[src/rtl/speed_switch_controller_pkg.sv]
// Purpose: shared console definitions for the CGB KEY1 (speed switch) register.
// Contents: register address, KEY1 bit positions, switch FSM state encoding,
//           and a helper that packs the KEY1 read value.
package speed_switch_controller_pkg;

  localparam logic [15:0] KEY1_ADDR        = 16'hFF4D;
  localparam int          KEY1_PREPARE_BIT = 0;
  localparam int          KEY1_SPEED_BIT   = 7;

  typedef enum logic [0:0] {
    SS_IDLE      = 1'b0,
    SS_SWITCHING = 1'b1
  } speed_sw_state_t;

  // KEY1 read layout: bit7 = current speed, bit0 = prepare, bits 6..1 read as 1.
  function automatic logic [7:0] key1_pack(input logic speed, input logic prepare);
    logic [7:0] v;
    v                   = 8'hFF;
    v[KEY1_SPEED_BIT]   = speed;
    v[KEY1_PREPARE_BIT] = prepare;
    return v;
  endfunction

endpackage

[src/rtl/speed_switch_controller.sv]
// Purpose: KEY1 register and the STOP-triggered CGB double-speed switch sequence.
// Ports:   clk/reset (sync, active-high), cpu_en tick enable, cgb_soft gate,
//          KEY1 read/write (rdata, wdata, write), stop_req; outputs double_speed,
//          cpu_stall, div_reset and switch_done pulses.
module speed_switch_controller
  import speed_switch_controller_pkg::*;
#(
  parameter int SWITCH_CYCLES = 2050,
  parameter int CNT_W         = $clog2(SWITCH_CYCLES)
) (
  input  logic       clk,
  input  logic       reset,
  input  logic       cpu_en,
  input  logic       cgb_soft,
  output logic [7:0] rdata,
  input  logic [7:0] wdata,
  input  logic       write,
  input  logic       stop_req,
  output logic       double_speed,
  output logic       cpu_stall,
  output logic       div_reset,
  output logic       switch_done
);

  // SWITCH_CYCLES=1 gives a zero-width counter; keep at least one bit.
  localparam int            CW       = (CNT_W < 1) ? 1 : CNT_W;
  localparam logic [CW-1:0] CNT_LOAD = CW'(SWITCH_CYCLES - 1);

  speed_sw_state_t r_state;
  logic [CW-1:0]   r_count;
  logic            r_prepare;
  logic            r_double_speed;
  logic            r_div_reset;
  logic            r_switch_done;

  logic            w_accept;
  logic            w_unused_wdata;

  // Only the prepare bit of a KEY1 write is meaningful.
  assign w_unused_wdata = ^wdata[7:1];

  // Decision uses the registered prepare, so a same-tick write cannot influence it.
  assign w_accept = cpu_en & cgb_soft & stop_req & r_prepare & (r_state == SS_IDLE);

  always_ff @(posedge clk) begin
    if (reset) begin
      r_state        <= SS_IDLE;
      r_count        <= '0;
      r_prepare      <= 1'b0;
      r_double_speed <= 1'b0;
      r_div_reset    <= 1'b0;
      r_switch_done  <= 1'b0;
    end else begin
      // Pulses last exactly one clk regardless of cpu_en.
      r_div_reset   <= 1'b0;
      r_switch_done <= 1'b0;
      if (cpu_en) begin
        if (!cgb_soft) begin
          // Leaving CGB mode aborts any switch and forces normal speed.
          r_state        <= SS_IDLE;
          r_prepare      <= 1'b0;
          r_double_speed <= 1'b0;
        end else begin
          case (r_state)
            SS_IDLE: begin
              if (w_accept) begin
                // Accepted switch swallows a write issued in the same tick.
                r_state     <= SS_SWITCHING;
                r_count     <= CNT_LOAD;
                r_div_reset <= 1'b1;
              end else if (write) begin
                r_prepare <= wdata[KEY1_PREPARE_BIT];
              end
            end
            SS_SWITCHING: begin
              if (r_count == '0) begin
                r_state        <= SS_IDLE;
                r_prepare      <= 1'b0;
                r_double_speed <= ~r_double_speed;
                r_switch_done  <= 1'b1;
              end else begin
                r_count <= r_count - 1'b1;
              end
            end
            default: r_state <= SS_IDLE;
          endcase
        end
      end
    end
  end

  assign rdata        = cgb_soft ? key1_pack(r_double_speed, r_prepare) : 8'hFF;
  assign double_speed = r_double_speed;
  assign cpu_stall    = (r_state == SS_SWITCHING);
  assign div_reset    = r_div_reset;
  assign switch_done  = r_switch_done;

endmodule

[config.mk]
export PLATFORM = sky130hd
export DESIGN_NAME = speed_switch_controller
export DESIGN_NICKNAME = d
export VERILOG_FILES = /design/src/rtl/speed_switch_controller_pkg.sv /design/src/rtl/speed_switch_controller.sv
export SDC_FILE = /design/constraint.sdc
export NUM_CORES = 1
export LEC_CHECK = 0
export CAP_MARGIN = 25
export CORE_UTILIZATION = 35
export DETAILED_ROUTE_END_ITERATION = 16
export DONT_BUFFER_PORTS = 1
export PLACE_DENSITY = 0.47
export SETUP_SLACK_MARGIN = 0.3
export SYNTH_ARGS = -nofsm -noshare
export SYNTH_HDL_FRONTEND = slang
export SYNTH_SLANG_ARGS = --single-unit
[constraint.sdc]
create_clock -name clk -period 1.54 [get_ports clk]
set_clock_uncertainty 0.05 [all_clocks]
set_input_delay 0.077 -clock clk [delete_from_list [all_inputs] [get_ports clk]]
set_output_delay 0.077 -clock clk [all_outputs]
set_load 0.005 [all_outputs]
==> impl_summary.log, run 1 <==
[metrics] result of the run: complete, but fails checks
[metrics] failing checks: negative hold slack, negative setup slack
[metrics] leakage component of the power: ~0.0005 uW
[metrics] post-synthesis sequential element count: 17
[metrics] via count: approximately 930
[metrics] clock tree from TritonCTS: yes
[metrics] Seq/Total Area, Yosys: 35.10%
[metrics] post-DR wirelength/cell: roughly 14 um
[metrics] count of yosys warnings during synthesis: 0
[metrics] Die Height: 54.64 um
[metrics] Detailed Place HPWL: ~1.6 mm
[metrics] most common cell after layout, fill and taps aside: buf_4
[metrics] global routing usage summed across all routing layers: between 10% and 20%
[metrics] effective utilization at floorplan: 38.10%
[metrics] DR DRC count: 0
[metrics] ratio of total power to cell area: between 500 and 600 nW/um^2
[metrics] Worst IR Drop VDD: approximately 0.44 mV
[metrics] final net count: roughly 160
[metrics] fraction of final layout cells sized beyond drive strength 1: 44.29%
[metrics] floorplan row count: 18
[metrics] slowest stage delay, CP: between 0.4 and 0.5 ns
[metrics] predominant post-synthesis flop cell: dfxtp_1
[metrics] clk sinks: 17
[metrics] gr ovfl total: 0
[metrics] Die ar.: between 2000 and 3000 um^2
[metrics] maximum net fanout on the critical path: 5
[metrics] clock buffer depth: 2
[metrics] Core Footprint: between 2000 and 3000 um^2
[metrics] share of the clock period used by the worst path after layout: 107.4%
[metrics] Top-Level Pins: 26
[metrics] post-cts hold buffer count: 4
[metrics] setup repair after global routing missed its margin: yes
[metrics] arrival time at the worst endpoint: about 1.9 ns
[metrics] number of buffers inserted during clock tree synthesis: 3
[metrics] Port Buffers: 0
[metrics] synthesized area: between 900 and 1000 um^2
[metrics] area added between synthesis and finish: 40.13%
[metrics] count of routing violations after the opening detailed-route iteration: 22
[metrics] number of antenna violations at the first check in global routing: 0
[metrics] most used cells in the layout excluding fill and tap cells: buf_4, dfxtp_1, a21oi_1
[metrics] Netlist cell types: 37
[metrics] # H-tree levels: 1
[metrics] critical path class: flip-flop to flip-flop
[metrics] final weighted congestion in routability-driven placement: between 0.8 and 0.9
[metrics] Syn Inst Count: roughly 110
[metrics] Die Width: ~55 um
[metrics] total wire length: 2.430 mm
[metrics] global-route wire length before repair: 3.870 mm
[metrics] number of global-route vias before repair: about 800
[metrics] reported max-cap violation count: 0
[metrics] clock edge transition at the registers on the reported setup and hold paths: 0.11 ns
[metrics] antenna diode instance count: 0
[metrics] Fillers: between 200 and 250
[metrics] achievable frequency: 0.6047 GHz
[metrics] clock tree root driver cell: clkbuf_4
[metrics] required time at the endpoint of the critical path: about 1.7 ns
[metrics] Crit. End Element: flip-flop
[metrics] critical path startpoint category: flip-flop
[metrics] fin crit period: about 1.7 ns
[metrics] Register Area: between 300 and 400 um^2
[metrics] series of cell instances along the critical path: inv_2 > ha_4 > and4bb_4 > a21bo_2 > or4_1 > a21oi_1
[metrics] number of endpoints with negative hold slack in the final report: 1
[metrics] maximum number of pins on one net before global-route repair: 11
[metrics] Worst Hold Slack: -0.001326 ns
[metrics] count of flip-flops with a built-in enable after synthesis: 0
[metrics] clk_lat worst skew: 0.30 ns
[metrics] number of detailed-routing iterations run before antenna repair: 4
[metrics] type of the worst min-delay path: primary input to flip-flop
[metrics] async set-or-reset flop fraction in the synthesized netlist: 0%
[metrics] Placed Cells incl. Taps: 160
[metrics] total count of max-transition violations in the final report: 0
[metrics] highest-delay cell along the critical path: or4_1
[metrics] fin worst setup slack: -0.1137 ns
[metrics] count of endpoints failing setup in the final report: 9
[metrics] DRT antenna net count: 0
[metrics] non-filler cells, final: 170
[metrics] total area of multi-input combinational cells: roughly 700 um^2
[metrics] Via-to-Cell Ratio: 5.465
[metrics] mean post-synth cell area: about 8.6 um^2
worst max-delay path, delay by kind of cell, from the launching register on:
family / cells / cell delay (ns)
and+or+nand+nor: 2 / 0.67
AOI/OAI and AO/OA: 2 / 0.33
adders and majority gates: 1 / 0.15
buffers and inverters: 1 / 0.05
DFF: 1 / 0.35
layer usage:
layer / GRT usage [%] / part of all wire [%] / up-vias
met5: 0 / 0 / -
met4: 3.846 / 0.62 / 0
met3: 5.833 / 3.0 / 2
met2: 29.92 / 48 / 14
met1: 24.92 / 48 / 443
li1: - / - / 470
per-stage QoR:
| stage | setup TNS, ns | cell area (um^2) | setup WS, ns | total power, uW | utilization [%] |
|---|---|---|---|---|---|
| 3_3_place_gp | -0.3947 | 1136 | -0.1075 | 524.6 | 44.64 |
| 5_1_grt | -1.360 | 1359 | -0.1658 | 837.4 | 53.39 |
| 3_5_place_dp | -0.3957 | 1136 | -0.1132 | 525.2 | 44.64 |
| 4_1_cts | -0.4559 | 1269 | -0.1034 | 794.5 | 49.85 |
| 2_1_floorplan | -0.2313 | 1012 | -0.07538 | 517.8 | - |
| 6_report | -0.6328 | 1359 | -0.1137 | 799.8 | 53.39 |
where the power goes:
part           switching [uW]  total, uW  internal, uW
Sequential               5.16        450           445
Combinational            51.8       95.9          44.0
Clock                     157        254          96.9
area by class of cell:
class / count / share of cell area [%]
Sequential cell: 17 / 25.60
Tap cell: 30 / 2.762
Multi-Input combinational cell: 88 / 52.03
Clock inverter: 1 / 0.3683
Inverter: 5 / 1.381
Clock buffer: 3 / 1.657
Timing Repair Buffer: 26 / 16.21
path summary, 6_finish.rpt:
| path | start | to | slack [ns] | cells after the start |
|---|---|---|---|---|
| worst max-delay path | r_count[0] | r_count[9] | -0.11 | 6 |
| worst min-delay path | stop_req | div_reset | -0.001 | 2 |
| worst max register to register | r_count[0] | r_count[9] | -0.11 | 6 |
| worst min register to register | r_count[4] | r_count[4] | 0.43 | 2 |
kinds of logic after synthesis:
kind of cell	count (synthesis)	synth area share, %
AND/OR/NAND/NOR	51	34.45
AO/OA/AOI/OAI	28	17.94
flip-flops	17	35.10
buffers and inverters	13	8.516
adder cells (fa/ha/maj)	2	2.580
multiplexers	1	1.032
other	1	0.3867
cells in the mapped netlist, types with 2 or more instances:
cell type,instances,area (um^2)
nand2b_1,4,25.02
o31ai_1,2,15.01
a21oi_1,12,60.06
o21ai_0,6,30.03
nand4_2,2,25.02
nor2_1,7,26.28
or3_1,4,25.02
inv_1,5,18.77
nand4_1,4,25.02
ha_1,2,25.02
nor3_1,5,25.02
buf_4,7,52.55
or4_1,3,22.52
nor4_1,3,18.77
dfxtp_1,17,340.3
and3_1,2,12.51
nand2_1,7,26.28
or4b_1,2,20.02
flip-flops by register name, indices dropped and copies added (netlist names):
signal,cells
double_speed,1
cpu_stall,1
r_count,12
switch_done,1
r_prepare,1
div_reset,1
repair_timing:
| action | 4_1_cts | 5_1_grt |
|---|---|---|
| gates resized for setup | 12 | 20 |
| setup endpoints to repair | 16 | 16 |
| hold endpoints to repair | 7 | 1 |
| setup buffers | 1 | 0 |
| cloned | 1 | 0 |
| pin swaps | 5 | 5 |
Power figures use the tool's default switching activity.
==> run 2, diff against run 1 <==
--- a/config.mk
+++ b/config.mk
@@ -5,6 +5,7 @@
 export SDC_FILE = /design/constraint.sdc
 export NUM_CORES = 1
 export LEC_CHECK = 0
+export ABC_AREA = 1
 export CAP_MARGIN = 25
 export CORE_UTILIZATION = 35
 export DETAILED_ROUTE_END_ITERATION = 16
==> impl_summary.log, run 2 <==
[metrics] Total Neg Setup Slack: 0 ns
[metrics] clock tree from TritonCTS: yes
[metrics] achievable frequency: approximately 0.73 GHz
[metrics] reported max-cap violation count: 0
[metrics] Top reg by flops: r_count
[metrics] Yosys top cell area share: 30.56%
[metrics] number of endpoints with negative hold slack in the final report: 10
[metrics] leakage component of the power: 0.0006123 uW
[metrics] effective utilization at floorplan: 36.78%
[metrics] fin worst setup slack: 0.1675 ns
[metrics] share of the clock period used by the worst path after layout: between 80 and 90%
[metrics] count of routing violations after the opening detailed-route iteration: 32
[metrics] antenna diode instance count: 0
[metrics] Core Footprint: around 3000 um^2
[metrics] maximum net fanout on the critical path: 5
[metrics] max FFs per register: 12
[metrics] cell type contributing the most total cell area after synthesis: dfxtp_1
[metrics] ratio of total power to cell area: approximately 570 nW/um^2
[metrics] Port Buffers: 0
[metrics] number of buffers inserted during clock tree synthesis: 3
[metrics] number of detailed-routing iterations run before antenna repair: 4
[metrics] Hold Path Depth: 1
[metrics] total wire length: approximately 2.5 mm
[metrics] Syn Inst Count: between 150 and 200
[metrics] total count of max-transition violations in the final report: 0
[metrics] DR DRC count: 0
[metrics] type of the worst min-delay path: primary input to flip-flop
[metrics] clock edge transition at the registers on the reported setup and hold paths: 0.11 ns
[metrics] most used cells in the layout excluding fill and tap cells: nand2_1, nor2_1, dfxtp_1
[metrics] Die ar.: roughly 3400 um^2
[metrics] Via-to-Cell Ratio: about 4.6
[metrics] predominant post-synthesis flop cell: dfxtp_1
[metrics] setup slack, reg-to-reg: about 0.17 ns
[metrics] post-synthesis sequential element count: 17
[metrics] post-cts hold buffer count: 4
[metrics] clock buffer depth: 2
[metrics] count of yosys warnings during synthesis: 0
[metrics] synthesized area: approximately 1100 um^2
[metrics] biggest area contributors in the synthesized netlist: dfxtp_1, nand2_1, nor2_1, buf_4, inv_1
[metrics] DRT antenna net count: 0
[metrics] global-route wire length before repair: around 4.4 mm
[metrics] gr ovfl total: 0
[metrics] via count: 1,029
[metrics] # H-tree levels: 1
[metrics] final net count: between 150 and 200
[metrics] critical path class: flip-flop to flip-flop
[metrics] Worst IR Drop VDD: about 0.34 mV
[metrics] maximum number of pins on one net before global-route repair: 13
[metrics] Die Height: ~60 um
[metrics] Placed Cells incl. Taps: about 210
[metrics] async set-or-reset flop fraction in the synthesized netlist: 0%
[metrics] placement-stage worst setup slack: 0.02266 ns
[metrics] global routing usage summed across all routing layers: 16.75%
[metrics] Netlist cell types: 25
[metrics] final weighted congestion in routability-driven placement: slightly above 0.8
[metrics] number of antenna violations at the first check in global routing: 0
[metrics] mean post-synth cell area: 6.668 um^2
[metrics] most frequent cell after synthesis: nand2_1
[metrics] Crit. End Element: flip-flop
[metrics] count of flip-flops with a built-in enable after synthesis: 0
[metrics] post-DR wirelength/cell: ~11 um
[metrics] floorplan row count: 20
[metrics] fraction of final layout cells sized beyond drive strength 1: approximately a third
[metrics] FF-to-FF path depth: 10
[metrics] arrival time at the worst endpoint: 1.53 ns
[metrics] Worst Hold Slack: -0.2309 ns
[metrics] critical path startpoint category: flip-flop
[metrics] count of endpoints failing setup in the final report: 0
[metrics] non-filler cells, final: about 220
[metrics] setup repair after global routing missed its margin: yes
[metrics] clk_lat worst skew: roughly 0.3 ns
[metrics] Seq/Total Area, Yosys: between 30 and 40%
[metrics] number of global-route vias before repair: approximately 950
[metrics] required time at the endpoint of the critical path: around 1.7 ns
[metrics] Top-Level Pins: 26
[metrics] result of the run: complete, but fails checks
[metrics] clk sinks: 17
[metrics] Detailed Place HPWL: roughly 1.8 mm
[metrics] Die Width: around 58 um
[metrics] fin crit period: approximately 1.4 ns
[metrics] area added between synthesis and finish: 24.27%
[metrics] commonest cells in the netlist: nand2_1, nor2_1, dfxtp_1
[metrics] final core utilization: 45.70%
[metrics] most common cell after layout, fill and taps aside: nand2_1
[metrics] clock tree root driver cell: clkbuf_4
[metrics] failing checks: negative hold slack
[run 2: layout make-up]
class	count	area, um^2
clock buffers	3	22.52
clock inverters	1	5.005
fillers	316	1644
inverters	22	95.09
multi-input cells	121	725.7
flip-flops and latches	17	345.3
well taps	44	55.05
repair buffers	14	135.1
[run 2: metal layers]
layer | share of wire (%) | up-vias | global-route usage (%)
li1 | - | 535 | -
met2 | 47 | 18 | 26.44
met5 | 0 | - | 0
met1 | 49 | 470 | 23.11
met3 | 2.2 | 6 | 1.978
met4 | 1.8 | 0 | 7.143
[run 2: path summary, 6_finish.rpt]
check	start	end
max	r_count[1]	r_count[0]
min	reset	cpu_stall
max reg2reg	r_count[1]	r_count[0]
min reg2reg	r_count[11]	r_count[11]
[run 2: through the flow]
stage | power [uW] | instance area (um^2)
after floorplan | 537.0 | 1150
after global placement | 526.1 | 1145
after detailed placement | 527.1 | 1145
after CTS | 801.2 | 1304
after global routing | 842.8 | 1384
final | 794.9 | 1384
[run 2: power breakdown]
| part | leakage [uW] | switching [uW] | internal [uW] | total, uW |
|---|---|---|---|---|
| registers | 0.000139 | 6.70 | 445 | 451 |
| logic | 0.000456 | 53.1 | 40.3 | 93.4 |
| clock network | 0.0000177 | 154 | 96.7 | 250 |
| total | 0.000612 | 213 | 582 | 795 |
[run 2: worst max-delay path: stages (launching register included)]
cell	delay, ns
dfxtp_4	0.37
inv_4	0.07
ha_4	0.14
nand2_4	0.05
nor2_4	0.09
nand3_4	0.10
nand3_4	0.12
buf_6	0.14
nand2_1	0.05
o21ai_1	0.06
nor2_1	0.04
[run 2: cells by family (layout without fill, tap and decap cells)]
family,after synthesis,after routing,synth area share [%]
AO/OA/AOI/OAI,15,15,6.854
XOR/XNOR,2,2,1.573
adder cells (fa/ha/maj),2,2,2.247
buffers and inverters,34,40,15.51
flip-flops,17,17,30.56
other,1,6,0.3368
AND/OR/NAND/NOR,96,96,42.92
[run 2: what timing repair did]
action	CTS	global route
cloned	1	0
setup endpoints to repair	15	15
hold endpoints to repair	16	10
pin swaps	10	7
setup buffers	2	3
resized for setup	20	17
